`src/rtl/canny_pkg.sv`:
```
// Shared definitions for the edge-detection pipeline: pixel width,
// quantised angle encodings and the Sobel window fill-state machine.
package canny_pkg;

    // Unsigned pixel / gradient magnitude width.
    localparam int BIT_LENGTH = 5;

    // Right shift applied to |Gx|+|Gy| before saturation.
    localparam int GRAD_SHIFT = 2;

    // Quantised gradient direction encodings.
    localparam logic [1:0] ANG_0   = 2'd0;  // horizontal gradient (vertical edge)
    localparam logic [1:0] ANG_45  = 2'd1;
    localparam logic [1:0] ANG_90  = 2'd2;  // vertical gradient (horizontal edge)
    localparam logic [1:0] ANG_135 = 2'd3;

    // How many columns of the current row are held in the sliding window.
    typedef enum logic [1:0] {
        FILL_EMPTY = 2'd0,
        FILL_ONE   = 2'd1,
        FILL_TWO   = 2'd2,
        FILL_FULL  = 2'd3
    } fill_state_t;

    // Fill state after one more column is accepted; FULL saturates.
    function automatic fill_state_t fill_advance(input fill_state_t s);
        fill_state_t n;
        case (s)
            FILL_EMPTY: n = FILL_ONE;
            FILL_ONE:   n = FILL_TWO;
            default:    n = FILL_FULL;
        endcase
        return n;
    endfunction

endpackage

```
`src/rtl/sobel_angle_quant.sv`:
```
// Combinational direction quantiser: maps a signed (Gx, Gy) pair onto one
// of four directions using fixed tan(22.5)/tan(67.5) ~ 2/5 and 5/2 bounds.
module sobel_angle_quant #(
    parameter int GW = canny_pkg::BIT_LENGTH + 4
) (
    input  logic signed [GW-1:0] gx,
    input  logic signed [GW-1:0] gy,
    output logic [1:0]           angle
);
    import canny_pkg::*;

    logic [GW-1:0] ax;
    logic [GW-1:0] ay;
    logic [GW+2:0] ax2;
    logic [GW+2:0] ay2;
    logic [GW+2:0] ax5;
    logic [GW+2:0] ay5;

    // Magnitudes and the scaled copies used by the ratio tests.
    always_comb begin
        ax  = gx[GW-1] ? (~gx + 1'b1) : gx;
        ay  = gy[GW-1] ? (~gy + 1'b1) : gy;
        ax2 = {2'b00, ax, 1'b0};
        ay2 = {2'b00, ay, 1'b0};
        ax5 = {3'b000, ax} + {1'b0, ax, 2'b00};
        ay5 = {3'b000, ay} + {1'b0, ay, 2'b00};
    end

    // Priority decision, first matching rule wins; a zero component is
    // treated as non-negative for the diagonal sign test.
    always_comb begin
        angle = ANG_135;
        if (ax == '0 && ay == '0) begin
            angle = ANG_0;
        end else if (ay5 < ax2) begin
            angle = ANG_0;
        end else if (ax5 < ay2) begin
            angle = ANG_90;
        end else if (gx[GW-1] == gy[GW-1]) begin
            angle = ANG_45;
        end else begin
            angle = ANG_135;
        end
    end

endmodule

```
`src/rtl/sobel_grad_unit.sv`:
```
// Streaming 3x3 Sobel stage. Accepts one 3-pixel column per enabled cycle,
// slides a 3-column window along the row and produces a saturated gradient
// magnitude plus a quantised direction for every complete window position.
//
// Interface: readable is a valid-only strobe with no back-pressure. It is
// high for exactly one cycle per result, and grad_out/angle_out are only
// meaningful in that cycle; the consumer must capture them then. Between
// results the outputs hold their previous value.
module sobel_grad_unit #(
    parameter int BIT_LENGTH = canny_pkg::BIT_LENGTH,
    parameter int GRAD_SHIFT = canny_pkg::GRAD_SHIFT
) (
    input  logic                  clk,
    input  logic                  reset,
    input  logic                  row_start,
    input  logic                  enable,
    input  logic [BIT_LENGTH-1:0] pixel_in0,
    input  logic [BIT_LENGTH-1:0] pixel_in1,
    input  logic [BIT_LENGTH-1:0] pixel_in2,
    output logic [BIT_LENGTH-1:0] grad_out,
    output logic [1:0]            angle_out,
    output logic                  readable
);
    import canny_pkg::*;

    // Signed width for Gx/Gy: a weighted column sum is at most 4*max pixel.
    localparam int GW = BIT_LENGTH + 4;
    localparam logic [GW-1:0] PIX_MAX = GW'((1 << BIT_LENGTH) - 1);

    // Window columns. The incoming pixel_in column is the newest (R) of the
    // window being evaluated, win_r is the middle (M) and win_m the oldest
    // (L); after the shift they become L<=M, M<=R, R<=pixel_in. The column
    // that falls off the left is never needed again, so it is not stored.
    logic [BIT_LENGTH-1:0] win_m [3];
    logic [BIT_LENGTH-1:0] win_r [3];

    fill_state_t fill_state;
    fill_state_t fill_next;
    logic        qualify;

    // Stage 1: raw gradients of a qualifying window.
    logic                 s1_valid;
    logic signed [GW-1:0] s1_gx;
    logic signed [GW-1:0] s1_gy;
    logic signed [GW-1:0] gx_c;
    logic signed [GW-1:0] gy_c;

    // Stage 2 inputs derived from stage 1.
    logic [GW-1:0]         abs_gx;
    logic [GW-1:0]         abs_gy;
    logic [GW-1:0]         mag_sum;
    logic [GW-1:0]         mag_shr;
    logic [BIT_LENGTH-1:0] grad_sat;
    logic [1:0]            angle_q;

    // Weighted 1-2-1 sum of three unsigned pixels as a signed value.
    function automatic logic signed [GW-1:0] wsum(
        input logic [BIT_LENGTH-1:0] a,
        input logic [BIT_LENGTH-1:0] b,
        input logic [BIT_LENGTH-1:0] c
    );
        logic signed [GW-1:0] ea;
        logic signed [GW-1:0] eb;
        logic signed [GW-1:0] ec;
        ea = $signed({{(GW-BIT_LENGTH){1'b0}}, a});
        eb = $signed({{(GW-BIT_LENGTH){1'b0}}, b});
        ec = $signed({{(GW-BIT_LENGTH){1'b0}}, c});
        return ea + eb + eb + ec;
    endfunction

    // Fill state register.
    always_ff @(posedge clk) begin
        if (reset) begin
            fill_state <= FILL_EMPTY;
        end else begin
            fill_state <= fill_next;
        end
    end

    // Fill next-state and qualifying-beat decode. row_start restarts the
    // row; a column presented alongside it becomes the row's first column.
    always_comb begin
        fill_next = fill_state;
        qualify   = 1'b0;
        if (row_start) begin
            fill_next = enable ? FILL_ONE : FILL_EMPTY;
        end else if (enable) begin
            fill_next = fill_advance(fill_state);
            qualify   = (fill_state == FILL_TWO) || (fill_state == FILL_FULL);
        end
    end

    // Window shift register; contents only move on an enabled column.
    always_ff @(posedge clk) begin
        if (reset) begin
            for (int i = 0; i < 3; i++) begin
                win_m[i] <= '0;
                win_r[i] <= '0;
            end
        end else if (enable) begin
            win_m <= win_r;
            win_r[0] <= pixel_in0;
            win_r[1] <= pixel_in1;
            win_r[2] <= pixel_in2;
        end
    end

    // Sobel kernels over (L=win_m, M=win_r, R=pixel_in), rows top..bottom.
    always_comb begin
        gx_c = wsum(pixel_in0, pixel_in1, pixel_in2) - wsum(win_m[0], win_m[1], win_m[2]);
        gy_c = wsum(win_m[2], win_r[2], pixel_in2) - wsum(win_m[0], win_r[0], pixel_in0);
    end

    // Stage 1 register: capture gradients only on a qualifying beat.
    always_ff @(posedge clk) begin
        if (reset) begin
            s1_valid <= 1'b0;
            s1_gx    <= '0;
            s1_gy    <= '0;
        end else begin
            s1_valid <= qualify;
            if (qualify) begin
                s1_gx <= gx_c;
                s1_gy <= gy_c;
            end
        end
    end

    // L1 magnitude, scale-down and saturation to the pixel range.
    always_comb begin
        abs_gx   = s1_gx[GW-1] ? (~s1_gx + 1'b1) : s1_gx;
        abs_gy   = s1_gy[GW-1] ? (~s1_gy + 1'b1) : s1_gy;
        mag_sum  = abs_gx + abs_gy;
        mag_shr  = mag_sum >> GRAD_SHIFT;
        grad_sat = (mag_shr > PIX_MAX) ? PIX_MAX[BIT_LENGTH-1:0] : mag_shr[BIT_LENGTH-1:0];
    end

    sobel_angle_quant #(
        .GW(GW)
    ) u_angle_quant (
        .gx    (s1_gx),
        .gy    (s1_gy),
        .angle (angle_q)
    );

    // Stage 2 register: outputs update only with a valid result and hold otherwise.
    always_ff @(posedge clk) begin
        if (reset) begin
            readable  <= 1'b0;
            grad_out  <= '0;
            angle_out <= ANG_0;
        end else begin
            readable <= s1_valid;
            if (s1_valid) begin
                grad_out  <= grad_sat;
                angle_out <= angle_q;
            end
        end
    end

endmodule

```
`config.mk`:
```
export PLATFORM = sky130hd
export DESIGN_NAME = sobel_grad_unit
export DESIGN_NICKNAME = d
export VERILOG_FILES = /design/src/rtl/canny_pkg.sv /design/src/rtl/sobel_angle_quant.sv /design/src/rtl/sobel_grad_unit.sv
export SDC_FILE = /design/constraint.sdc
export NUM_CORES = 1
export LEC_CHECK = 0
export CAP_MARGIN = 20
export CORE_ASPECT_RATIO = 1.25
export CORE_MARGIN = 2
export CORE_UTILIZATION = 40
export CTS_CLUSTER_SIZE = 20
export DETAILED_ROUTE_END_ITERATION = 12
export GPL_TIMING_DRIVEN = 0
export SLEW_MARGIN = 20
export SYNTH_ARGS = -nofsm -noshare
export SYNTH_HDL_FRONTEND = slang
export SYNTH_HIERARCHICAL = 1
export SYNTH_SLANG_ARGS = --single-unit
```
`constraint.sdc`:
```
create_clock -name clk -period 4 [get_ports clk]
set_input_delay 0.8 -clock clk [delete_from_list [all_inputs] [get_ports clk]]
set_output_delay 0.8 -clock clk [all_outputs]
set_load 0.05 [all_outputs]
```
# Word level (Yosys, flattened, before mapping)
# Index checks and enable logic that the tools add are counted.
# op_classes
add_sub_neg	19
magnitude_cmp	3
n_eq_ne	4
mux	13
n_bitwise	2
reduce_logical	6
# ops
operator	count
$add 7x5->8	4
$add 6x5->7	4
$add 5x5->6	4
$add 9x11->12	2
$lt 12x10->1	2
$add 9x1->9 const B	2
$logic_not 9->1	2
$mux 9	2
$not 9->9	2
$sub 8x8->9	2
$mux 2	6
$add 9x9->9	1
$gt 7x5->1 const B	1
$mux 5	1
$eq 2x2->1 const B	2
$pmux 2 s2	1
$mux 1	3
$eq 2x1->1 const B	1
$logic_not 2->1	1
$reduce_bool 2->1	1
$eq 1x1->1	1
$logic_and 1x1->1	1
$logic_or 1x1->1	1
# word_totals
ff_bits	59
input_bits	19
output_inout_bits	8
wordCells	60

# Depth between registers and ports, before layout
# Gate-level depths: netlist (run 1).
# logic_depth
depth_word	8
mapped_depth	22
depth_no_buf	22

# By module
# The synthesis (run 1) kept the hierarchy.
# by_module_without_submodules
module	n_inst	cells_per_inst	area_each_um2	seq_area_each_um2
sobel_grad_unit	1	472	4331.7	1181.1
sobel_angle_quant	1	199	1488.9	0.0

# Worst setup path after synthesis (run 1)
# Ideal clock, no wire load.
# synth_timing
kind	input-to-reg
start	in pixel_in0[1]
end	reg s1_gx[7]
setup_ns	0.125
arrival_time_ns	4.103
t_required_ns	3.875
setup_slack_ns	-0.228
cell_stages	13
path_buffers	0
cell_sequence	inv_1 fa_1 fa_1 fa_1 fa_1 inv_1 ha_1 fa_1 a21o_1 a21o_1 a21oi_1 nand3b_1 nand3_1
# synth_via
elab_chain_cells	4
# synth_rtl
item	line_no	rtl
from (decl)	sobel_grad_unit.sv:17	input logic [BIT_LENGTH-1:0] pixel_in0,
$add 5x5->6	sobel_grad_unit.sv:68	return ea + eb + eb + ec;
$add 6x5->7	sobel_grad_unit.sv:68	
$add 7x5->8	sobel_grad_unit.sv:68	
$sub 8x8->9	sobel_grad_unit.sv:110	gx_c = wsum(pixel_in0, pixel_in1, pixel_in2) - wsum(win_m[0], win_m[1], win_m[2]);
to (signal assigned)	sobel_grad_unit.sv:123	s1_gx <= gx_c;
to (decl)	sobel_grad_unit.sv:43	logic signed [GW-1:0] s1_gx;
# No other way between the ends.
# A chain may end at the register's enable or synchronous reset.

# Worst setup path after layout (run 1)
# layout_timing
start	reg s1_gx[0]
end	reg angle_out[1]
# layout_via
elab_chain_cells	8
elab_cells_between_ends	11
classes_between	add/sub: 2; order compare: 2; mux: 4; bitwise: 1; reduce/logical: 2
# layout_rtl
item	line_no	rtl
$not 9->9	sobel_angle_quant.sv:21	ax = gx[GW-1] ? (~gx + 1'b1) : gx;
$add 9x1->9	sobel_angle_quant.sv:21	
$mux 9 (*)	sobel_angle_quant.sv:21	
$add 9x11->12	sobel_angle_quant.sv:25	ax5 = {3'b000, ax} + {1'b0, ax, 2'b00};
$lt 12x10->1	sobel_angle_quant.sv:37	end else if (ax5 < ay2) begin
$mux 2	sobel_angle_quant.sv:37	
$mux 2	sobel_angle_quant.sv:35	end else if (ay5 < ax2) begin
$mux 2 (*)	sobel_angle_quant.sv:33	if (ax == '0 && ay == '0) begin
net angle_q[1]	sobel_grad_unit.sv:54	logic [1:0] angle_q;
to (signal assigned)	sobel_grad_unit.sv:156	angle_out <= angle_q;
to (decl)	sobel_grad_unit.sv:21	output logic [1:0] angle_out,
# The timed path passes the listed nets; every way through them passes the cells marked *.

==> results of run 1 <==
-- sequential cells by signal, indices dropped and copies added, names as in the netlist --
| register | count |
|---|---|
| s1_valid | 1 |
| fill_state | 2 |
| angle_out | 2 |
| win_m | 15 |
| readable | 1 |
| s1_gy | 9 |
| grad_out | 5 |
| win_r | 15 |
| s1_gx | 9 |
-- layer usage --
| metal | global-route usage [%] | part of all wire (%) |
|---|---|---|
| met1 | 19.9 | 40 |
| met2 | 36.5 | 56 |
| met3 | 2.32 | 1.5 |
| met4 | 6.04 | 2.3 |
| met5 | 0 | 0 |
-- worst max path at each step --
| stage | from | to | slack (ps) | depth (start not counted) |
|---|---|---|---|---|
| floorplan | pixel_in2[1] | s1_gy[7] | -70 | 13 |
| global placement | pixel_in1[0] | s1_gx[7] | -870 | 14 |
| detailed placement | pixel_in1[0] | s1_gx[7] | -880 | 14 |
| CTS | pixel_in2[1] | s1_gy[7] | -100 | 14 |
| global route | s1_gx[0] | angle_out[1] | -180 | 21 |
| finish | s1_gx[0] | angle_out[1] | -40 | 18 |
-- Yosys cell counts (9+ instances only) --
library cell	n	area, um^2
a21oi_1	36	180
nand2_1	45	169
xor2_1	9	78.8
nor3_1	10	50.1
fa_1	39	781
mux2i_1	34	340
a21o_1	10	75.1
o21ai_0	18	90.1
ha_1	64	801
clkbuf_1	11	41.3
inv_1	105	394
o31ai_1	10	75.1
xnor2_1	39	342
dfxtp_1	59	1180
nor2_1	57	214
-- area by class of cell --
type | count | area share [%]
Clock buffer | 10 | 3.31
Timing Repair Buffer | 51 | 5.82
Tap cell | 178 | 3.08
Buffer | 21 | 1.56
Clock inverter | 5 | 1.07
Sequential cell | 59 | 16.6
Inverter | 106 | 5.71
Multi-Input combinational cell | 484 | 62.8
-- power breakdown --
| part | total [mW] | switching (mW) | internal, mW |
|---|---|---|---|
| combinational | 1.01 | 0.525 | 0.490 |
| sequential | 0.625 | 0.0208 | 0.605 |
| clock | 0.820 | 0.265 | 0.556 |
| total | 2.46 | 0.810 | 1.65 |
-- tightest hold or removal path, stage by stage (launching register included) --
cell and delay, ps:
dfxtp_1 300, nor2_1 80, a311oi_1 50
-- stage by stage --
step                cells  instance area (um^2)  utilization, %  TNS (ps)
CTS                   896                  6880            48.1      -162
global route          914                  7230            50.6      -586
floorplan             671                  5880               -      -172
finish                914                  7230            50.6     -35.4
global placement      873                  6340            44.4     -9460
detailed placement    873                  6340            44.4     -9810
-- cell families after synthesis --
| group | after synthesis |
|---|---|
| compound gates | 122 |
| fa+ha+maj | 104 |
| buf+inv | 128 |
| flops | 59 |
| mux | 35 |
| xor+xnor | 49 |
| simple gates | 174 |
-- what timing repair did --
| item | CTS | global route |
|---|---|---|
| setup endpoints to repair | 16 | 11 |
| pin swaps | 30 | 54 |
| buffers inserted | 8 | 19 |
| gates resized for setup | 84 | 67 |
| endpoints found under the hold margin | 0 | 0 |
==> metrics.md, run 1 <==
| Metric | Value |
|---|---|
| Status | finished, violations left |
| Failing checks | setup timing |
| Total wire length | roughly 14 mm |
| Max-slew headroom | 56.4% |
| Filler Cell Count | about 1.3k |
| Pwr Total | around 2.5 mW |
| Final min period | roughly 4000 ps |
| Fin Clk Skew | between 6 and 7 ps |
| Max clock buf depth | 2 |
| CP most frequent cell | ha_4 |
| Wire per inst | 15.6 um |
| Min-delay src | grad_out[1] |
| Die H | ~140 um |
| Mapped Cells | 671 |
| Avg Cell Area, Syn | a little under 9 um^2 |
| Clk pin slew, worst setup/hold paths | approximately 50 ps |
| Clk root buf | clkbuf_16 |
| Worst Max-Slew Pin Slew | about 650 ps |
| Hold Path Class | flop to flop |
| Dpl ws | -877 ps |
| Crit. End Element | flop |
| First DRT Iteration DRCs | 250 |
| Post-route DRC | 0 |
| Storage element area | 1200 um^2 |
| Starting Density | 40.7% |
| IO Pins | 27 |
| Overflow after GRT | 0 |
| Row cnt | between 40 and 50 |
| Kind of critical path | flop to flop |
| Buffers on Ports | 24 |
| Yosys warns | 6 |
| Slowest-stage cell, CP | or3b_4 |
| Vias/cell | approximately 5.2 |
| Clock buffer count from CTS | 9 |
| Worst-path cell chain | inv_4 -> ha_4 -> or3b_4 -> a211oi_4 -> inv_2 -> ha_4 -> o31ai_4 -> o21bai_2 -> xnor2_1 -> ha_1 -> and3_4 -> o211ai_1 -> o21ai_1 -> a31o_2 -> a21oi_2 -> o31a_2 -> mux2i_1 -> nor2_1 |
| Hold buffers post-CTS | 0 |
| Most frequent cells in the layout | inv_1, nor2_1, ha_1 |
| DP Wirelength | roughly 11 mm |
| Period utilization | 101% |
| Antenna Cells | 0 |
| H-Tree Depth | 3 |
| Final setup fails | 1 |
| Asr flop ratio synth | 0% |
| Post-synthesis compound-gate area fraction | around 15% |
| Hold Crit Depth | 2 |
| Vias in the first global route | between 5k and 6k |
| First-pass GRT wire length | 23.5 mm |
| Crit path DAT | between 4000 and 5000 ps |
| DRT Pass-1 Iters | 5 |
| FF-to-FF End | angle_out[1] |
| Worst Hold End | grad_out[1] |
| Cells on worst reg2reg path | 18 |
| CP bufs+invs | 2 |
| R2r startpoint | s1_gx[0] |
| CP peak stage delay | between 300 and 400 ps |
| Worst path required time | about 4200 ps |
| Post-synthesis simple-gate area fraction | between 10% and 20% |
| Worst vdd ir | ~0.26 mV |
| Die area | ~16000 um^2 |
| Area of the multi-input gates | 4540 um^2 |
| Final-stage net count | around 850 |
| LEAKAGE | around 3.3 nW |
| Register area share after synthesis | 20.3% |
| Synth Register Bits | 59 |
| Crit start category | flop |
| Minimum hold slack | between 400 and 500 ps |
| Initial antenna violation count | 0 |
| RSZ-0062 raised after global routing | true |
| Final worst slack | -35.4 ps |
| Post-synth cell types | 74 |
| Fraction of layout cells with a size suffix above 1 | 22.3% |
| Hold Violations, Final | 0 |
| Core Footprint | roughly 14000 um^2 |
| Ys flop type | dfxtp_1 |
| Xor/xnor share of the synthesized area | 7.50% |
| Crit-path leading delay family | compound AO/OA/AOI/OAI gates |
| Routed vias | roughly 4.8k |
| Most common cell after layout, fill and taps aside | inv_1 |
| Pins Over Slew Limit | 0 |
| Die Wd | 112 um |
| Syn Nets | ~790 |
| Pwr dens | ~340 nW/um^2 |
| Antenna-violating nets left | 0 |
| Clk sinks | roughly 60 |
| Largest net degree at the start of global routing | 11 |
| Largest fanout on the critical path | 6 |
| Max frequency | ~250 MHz |
| Clock latency at the later pin of the worst-skew pair | 320 ps |
| Gp weighted congestion | 0.887 |
| Total GRT Usage | a little under a fifth |
| Largest family of logic cells by synthesized area | adder cells |
| Post-synth EDFFs | 0 |
| Total of max-cap violations | 0 |
| Area share of fa/ha/maj cells after synthesis | between 20% and 30% |
| Reg2reg setup slack | -40 ps |
| Mux cell area share after synthesis | 6.04% |
| Netlist Area Pre-Place | 5820 um^2 |
| Area grow syn2layout | 24.2% |
| CTS tree | built |
Note: power is estimated with default switching activity, not from simulation.
==> run 2: changes to the inputs <==
--- a/config.mk
+++ b/config.mk
@@ -9,9 +9,12 @@
 export CORE_ASPECT_RATIO = 1.25
 export CORE_MARGIN = 2
 export CORE_UTILIZATION = 40
+export CTS_CLUSTER_DIAMETER = 200
 export CTS_CLUSTER_SIZE = 20
 export DETAILED_ROUTE_END_ITERATION = 12
 export GPL_TIMING_DRIVEN = 0
+export HOLD_SLACK_MARGIN = 0.05
+export MAX_ROUTING_LAYER = met4
 export SLEW_MARGIN = 20
 export SYNTH_ARGS = -nofsm -noshare
 export SYNTH_HDL_FRONTEND = slang
==> run 2 against run 1 <==
Combinational power increased by 7%. Final area increased by 0.55%. Sequential power about the same. Total power decreased by 1.4%. The flow now finishes without violations. Non-clock buffer count increased by 4. Worst hold slack got worse by 2.8 ps. Via count increased by 3.0%. Sequential cell count unchanged. Count of clock-buffer cells in the layout increased by 3. Utilization increased by 0.28 points. Highest routed layer unchanged.
==> metrics.md, run 2 (synthesis results as in run 1) <==
| Metric | Value |
|---|---|
| DP Wirelength | 11.0 mm |
| Pwr Total | roughly 2.4 mW |
| Max-slew headroom | 51.7% |
| Clk pwr share | approximately 30% |
| Worst Max-Slew Pin Slew | roughly 720 ps |
| Die Wd | about 110 um |
| Routed vias | ~4.9k |
| Worst path required time | 4260 ps |
| Fraction of layout cells with a size suffix above 1 | a little under a quarter |
| Kind of critical path | flop to flop |
| Logic pwr share | between 40% and 50% |
| Final worst slack | roughly 28 ps |
| RSZ-0062 raised after global routing | true |
| Crit path DAT | around 4200 ps |
| Hold Path Class | flop to flop |
| Most frequent cells in the layout | inv_1, nor2_1, ha_1 |
| R2r startpoint | s1_gx[1] |
| Buffers on Ports | 24 |
| Largest fanout on the critical path | 6 |
| Largest regs | win_m: 15 flops, win_r: 15 flops |
| Period utilization | between 90% and 100% |
| Non-Filler Instances | 918 |
| First DRT Iteration DRCs | approximately 270 |
| Crit. End Element | flop |
| Area grow syn2layout | 24.9% |
| Worst vdd ir | 0.308 mV |
| Hold Violations, Final | 0 |
| CP Launch Point | s1_gx[1] |
| Clock latency at the later pin of the worst-skew pair | around 330 ps |
| Core Footprint | 14300 um^2 |
| Fin area | 7270 um^2 |
| Fin Clk Skew | roughly 4.6 ps |
| Most common cell after layout, fill and taps aside | inv_1 |
| H-Tree Depth | 3 |
| Total GRT Usage | approximately a fifth |
| Die area | 15500 um^2 |
| DRT Pass-1 Iters | 5 |
| Dpl ws | -902 ps |
| Vias in the first global route | approximately 5k |
| P_int | 1.59 mW |
| Max clock buf depth | 2 |
| IO Pins | 27 |
| Crit start category | flop |
| Initial antenna violation count | 0 |
| Largest net degree at the start of global routing | 11 |
| Clk sinks | just under 60 |
| Total wire length | approximately 15 mm |
| Final-stage net count | about 860 |
| Status | completed |
| Wire per inst | 15.8 um |
| Antenna-violating nets left | 0 |
| CTS tree | built |
| Area after DPL | 6340 um^2 |
| Post-route DRC | 0 |
| Overflow after GRT | 0 |
| Max frequency | 252 MHz |
| Hold buffers post-CTS | 0 |
| Placed insts | around 870 |
| Min-delay src | grad_out[1] |
| Filler Cell Count | between 1k and 1.5k |
| Pins Over Slew Limit | 0 |
| Starting Density | slightly above 40% |
| Storage element area | roughly 1200 um^2 |
| Reg power frac | between 20% and 30% |
| Switch share | roughly 34% |
| Setup TNS | 0 ps |
| First-pass GRT wire length | 23.6 mm |
| Pwr dens | between 300 and 400 nW/um^2 |
| Vias/cell | approximately 5.4 |
| Area of the multi-input gates | roughly 4600 um^2 |
| Clock buffer count from CTS | 9 |
| Row cnt | roughly 50 |
| Clk root buf | clkbuf_16 |
| Die H | around 140 um |
| Final setup fails | 0 |
| Total of max-cap violations | 0 |
| Final min period | between 3000 and 4000 ps |
| Gp weighted congestion | 0.895 |
| Clk pin slew, worst setup/hold paths | ~50 ps |
| Net Switching | between 0.8 and 0.9 mW |
| LEAKAGE | 3.29 nW |
| Antenna Cells | 0 |
run 2: changes by cell type in the layout (fill, tap and decap cells not counted), moves of 2 or more:
| cell | change |
|---|---|
| clkbuf_8 | +2 |
| buf_6 | +2 |
| ha_2 | +2 |
| ha_1 | -2 |
| buf_4 | +4 |
| a21oi_4 | +2 |
| buf_2 | -2 |
| xnor2_2 | -2 |
| a21oi_2 | -2 |
| bufinv_16 | -2 |
run 2: per-layer routing:
layer	global-route usage [%]	share of wire (%)
met5	-	0
met4	7.08	2.5
met2	36.0	55
met3	1.66	1.5
met1	20.2	41
run 2: stage by stage:
step | util [%] | hold WS [ps]
after CTS | 48.0 | 484
after global placement | 44.4 | 473
after global routing | 50.9 | 518
final | 50.9 | 481
after floorplan | - | 460
after detailed placement | 44.4 | 478
run 2: cell type report:
class | count | share of cell area (%)
buffer | 21 | 1.50
clock buffer | 13 | 3.72
clock inverter | 2 | 0.138
inverter | 106 | 5.68
multi-input combinational | 484 | 63.0
sequential | 59 | 16.6
tap | 178 | 3.06
timing repair buffer | 55 | 6.30
run 2: final timing paths:
path / to / slack (ps) / cells past startpoint
setup / recovery: angle_out[1] / 30 / 19
hold / removal: grad_out[1] / 480 / 2
setup reg to reg: angle_out[1] / 30 / 19
hold reg to reg: grad_out[1] / 480 / 2
run 2: repair_timing:
action / CTS / global route
gates resized for setup: 87 / 73
setup buffers: 9 / 22
cloned: 0 / 0
setup endpoints to repair: 16 / 10
pin swaps: 31 / 65
run 2: power by group through the flow:
stage                     combinational, mW  sequential, mW  clock, mW
final                                  1.08           0.625      0.725
after global routing                   1.21           0.627      0.764
after CTS                             0.936           0.626      0.737
after detailed placement              0.832           0.639          0
after global placement                0.817           0.638          0
after floorplan                       0.645           0.635          0
run 2: critical path, stage by stage (launching register included):
cell	delay, ps
dfxtp_4	370
buf_4	150
o31ai_4	320
xnor2_4	170
xnor2_2	150
ha_4	170
inv_2	40
a2111oi_4	350
o21ai_2	110
a21boi_2	190
buf_4	150
o22ai_1	100
xnor2_1	170
ha_1	200
a211o_1	260
a31o_2	250
nor4_4	340
o31a_2	220
mux2i_1	80
nor2_1	110
==> run 3: changes to the inputs <==
--- a/config.mk
+++ b/config.mk
@@ -15,6 +15,7 @@
 export GPL_TIMING_DRIVEN = 0
 export HOLD_SLACK_MARGIN = 0.05
 export MAX_ROUTING_LAYER = met4
+export RECOVER_POWER = 25
 export SLEW_MARGIN = 20
 export SYNTH_ARGS = -nofsm -noshare
 export SYNTH_HDL_FRONTEND = slang
==> run 3 against run 2 <==
Total power about the same. Register-to-register slack hardly changed. Worst hold slack unchanged.
==> metrics.md, run 3 (synthesis results as in run 1) <==
| Metric | Value |
|---|---|
| Worst vdd ir | 0.308 mV |
| Antenna-violating nets left | 0 |
| Routed vias | just under 5k |
| Cells on worst reg2reg path | 19 |
| DP Wirelength | 11.0 mm |
| Hold Violations, Final | 0 |
| Max clock buf depth | 2 |
| Hold buffers post-CTS | 0 |
| Hold Crit Depth | 2 |
| Total wire length | around 15 mm |
| Overflow after GRT | 0 |
| Clock buffer count from CTS | 9 |
| Antenna Cells | 0 |
| Crit. End Element | flop |
| Pwr dens | 334 nW/um^2 |
| Post-route DRC | 0 |
| Hold Path Class | flop to flop |
| Max-slew headroom | around half |
| Core Footprint | around 14000 um^2 |
| First DRT Iteration DRCs | approximately 270 |
| IO Pins | 27 |
| RSZ-0062 raised after global routing | true |
| Fin area | 7270 um^2 |
| Pins Over Slew Limit | 0 |
| Min-delay src | grad_out[1] |
| Largest net degree at the start of global routing | 11 |
| Clock latency at the later pin of the worst-skew pair | between 300 and 400 ps |
| Worst Hold End | grad_out[1] |
| Most frequent cells in the layout | inv_1, nor2_1, ha_1 |
| Row cnt | between 40 and 50 |
| Placed insts | between 800 and 900 |
| First-pass GRT wire length | between 20 and 25 mm |
| Clk pin slew, worst setup/hold paths | 50 ps |
| Vias/cell | approximately 5.4 |
| Kind of critical path | flop to flop |
| Die H | around 140 um |
| FF-to-FF End | angle_out[1] |
| Status | completed |
| Largest regs | win_m: 15 flops, win_r: 15 flops |
| Final setup fails | 0 |
| Final Util | a little over 50% |
| Starting Density | about two fifths |
| CTS tree | built |
| Max frequency | 252 MHz |
| Die area | between 15000 and 20000 um^2 |
| Fin Clk Skew | ~4.6 ps |
| Storage element area | around 1200 um^2 |
| Fraction of layout cells with a size suffix above 1 | 23.2% |
| Largest fanout on the critical path | 6 |
| Non-Filler Instances | just over 900 |
| Area grow syn2layout | 24.9% |
| Period utilization | between 90 and 100% |
| Wire per inst | roughly 16 um |
| Final min period | roughly 4000 ps |
| Clk sinks | 59 |
| Most common cell after layout, fill and taps aside | inv_1 |
| Total of max-cap violations | 0 |
| Buffers on Ports | 24 |
| DRT Pass-1 Iters | 5 |
| Worst path required time | ~4300 ps |
| Reg2reg setup slack | around 28 ps |
| Initial antenna violation count | 0 |
| Filler Cell Count | between 1k and 1.5k |
| LEAKAGE | roughly 3.3 nW |
| Die Wd | 112 um |
| Crit start category | flop |
| H-Tree Depth | 3 |
| R2r startpoint | s1_gx[1] |
| Final-stage net count | about 860 |
| Total GRT Usage | between 10% and 20% |
| Crit path DAT | around 4200 ps |
| Clk root buf | clkbuf_16 |
| Vias in the first global route | ~5.1k |
| Worst Max-Slew Pin Slew | approximately 700 ps |
| Area of the multi-input gates | between 4000 and 5000 um^2 |
| Gp weighted congestion | 0.895 |
| Area after DPL | 6340 um^2 |
## run 3: changes by cell type in the layout (fill, tap and decap cells not counted)
cell / previous run / this run
clkdlybuf4s50_1: 11 / 10
dlygate4sd3_1: 0 / 1
## run 3: worst max path at each step
stage               cells past startpoint  slack (ps)          from      endpoint
floorplan                              13         -70  pixel_in2[1]      s1_gy[7]
global placement                       14        -870  pixel_in1[0]      s1_gx[7]
detailed placement                     14        -900  pixel_in1[0]      s1_gx[7]
CTS                                    14        -130  pixel_in2[1]      s1_gy[7]
global route                           19        -120      s1_gx[1]  angle_out[1]
finish                                 19          30      s1_gx[1]  angle_out[1]
## run 3: area by class of cell
cell class              instances  share of cell area, %
clock buffers                  13                   3.72
well taps                     178                   3.06
plain buffers                  21                   1.50
multi-input cells             484                   63.0
flip-flops and latches         59                   16.6
inverters                     106                   5.68
clock inverters                 2                  0.138
repair buffers                 55                   6.30
## run 3: routing by layer
layer,GRT usage [%],up-vias,part of all wire [%]
met5,-,-,0
met4,7.08,0,2.5
met3,1.66,27,1.5
met2,36.0,74,55
met1,20.2,2449,41
li1,-,2386,-
## run 3: where the power goes
| part | leakage (nW) | switching (mW) | internal, mW | total, mW |
|---|---|---|---|---|
| combinational | 2.66 | 0.550 | 0.525 | 1.07 |
| sequential | 0.486 | 0.0208 | 0.604 | 0.625 |
| clock | 0.141 | 0.261 | 0.464 | 0.725 |
| total | 3.29 | 0.832 | 1.59 | 2.43 |
## run 3: what timing repair did
action                                  4_1_cts  5_1_grt
buffers inserted                              9       22
resized for setup                            87       73
pin swaps                                    31       65
hold endpoints to repair                      0        0
endpoints found under the setup margin       16       10
## run 3: per-stage QoR
| stage | hold WS [ps] | power, mW | TNS, ps | worst slack (ps) |
|---|---|---|---|---|
| floorplan | 460 | 1.28 | -172 | -73.8 |
| global placement | 473 | 1.45 | -9450 | -869 |
| detailed placement | 478 | 1.47 | -10000 | -902 |
| CTS | 484 | 2.30 | -202 | -129 |
| global route | 518 | 2.60 | -469 | -123 |
| finish | 481 | 2.43 | 0 | 28.4 |
## run 3: worst max-delay path, stage by stage, from the launching register on
cell and delay, ps:
dfxtp_4 370, buf_4 150, o31ai_4 320, xnor2_4 170, xnor2_2 150, ha_4 170
inv_2 40, a2111oi_4 350, o21ai_2 110, a21boi_2 190, buf_4 150, o22ai_1 100
xnor2_1 170, ha_1 200, a211o_1 260, a31o_2 250, nor4_4 340, o31a_2 220
mux2i_1 80, nor2_1 110
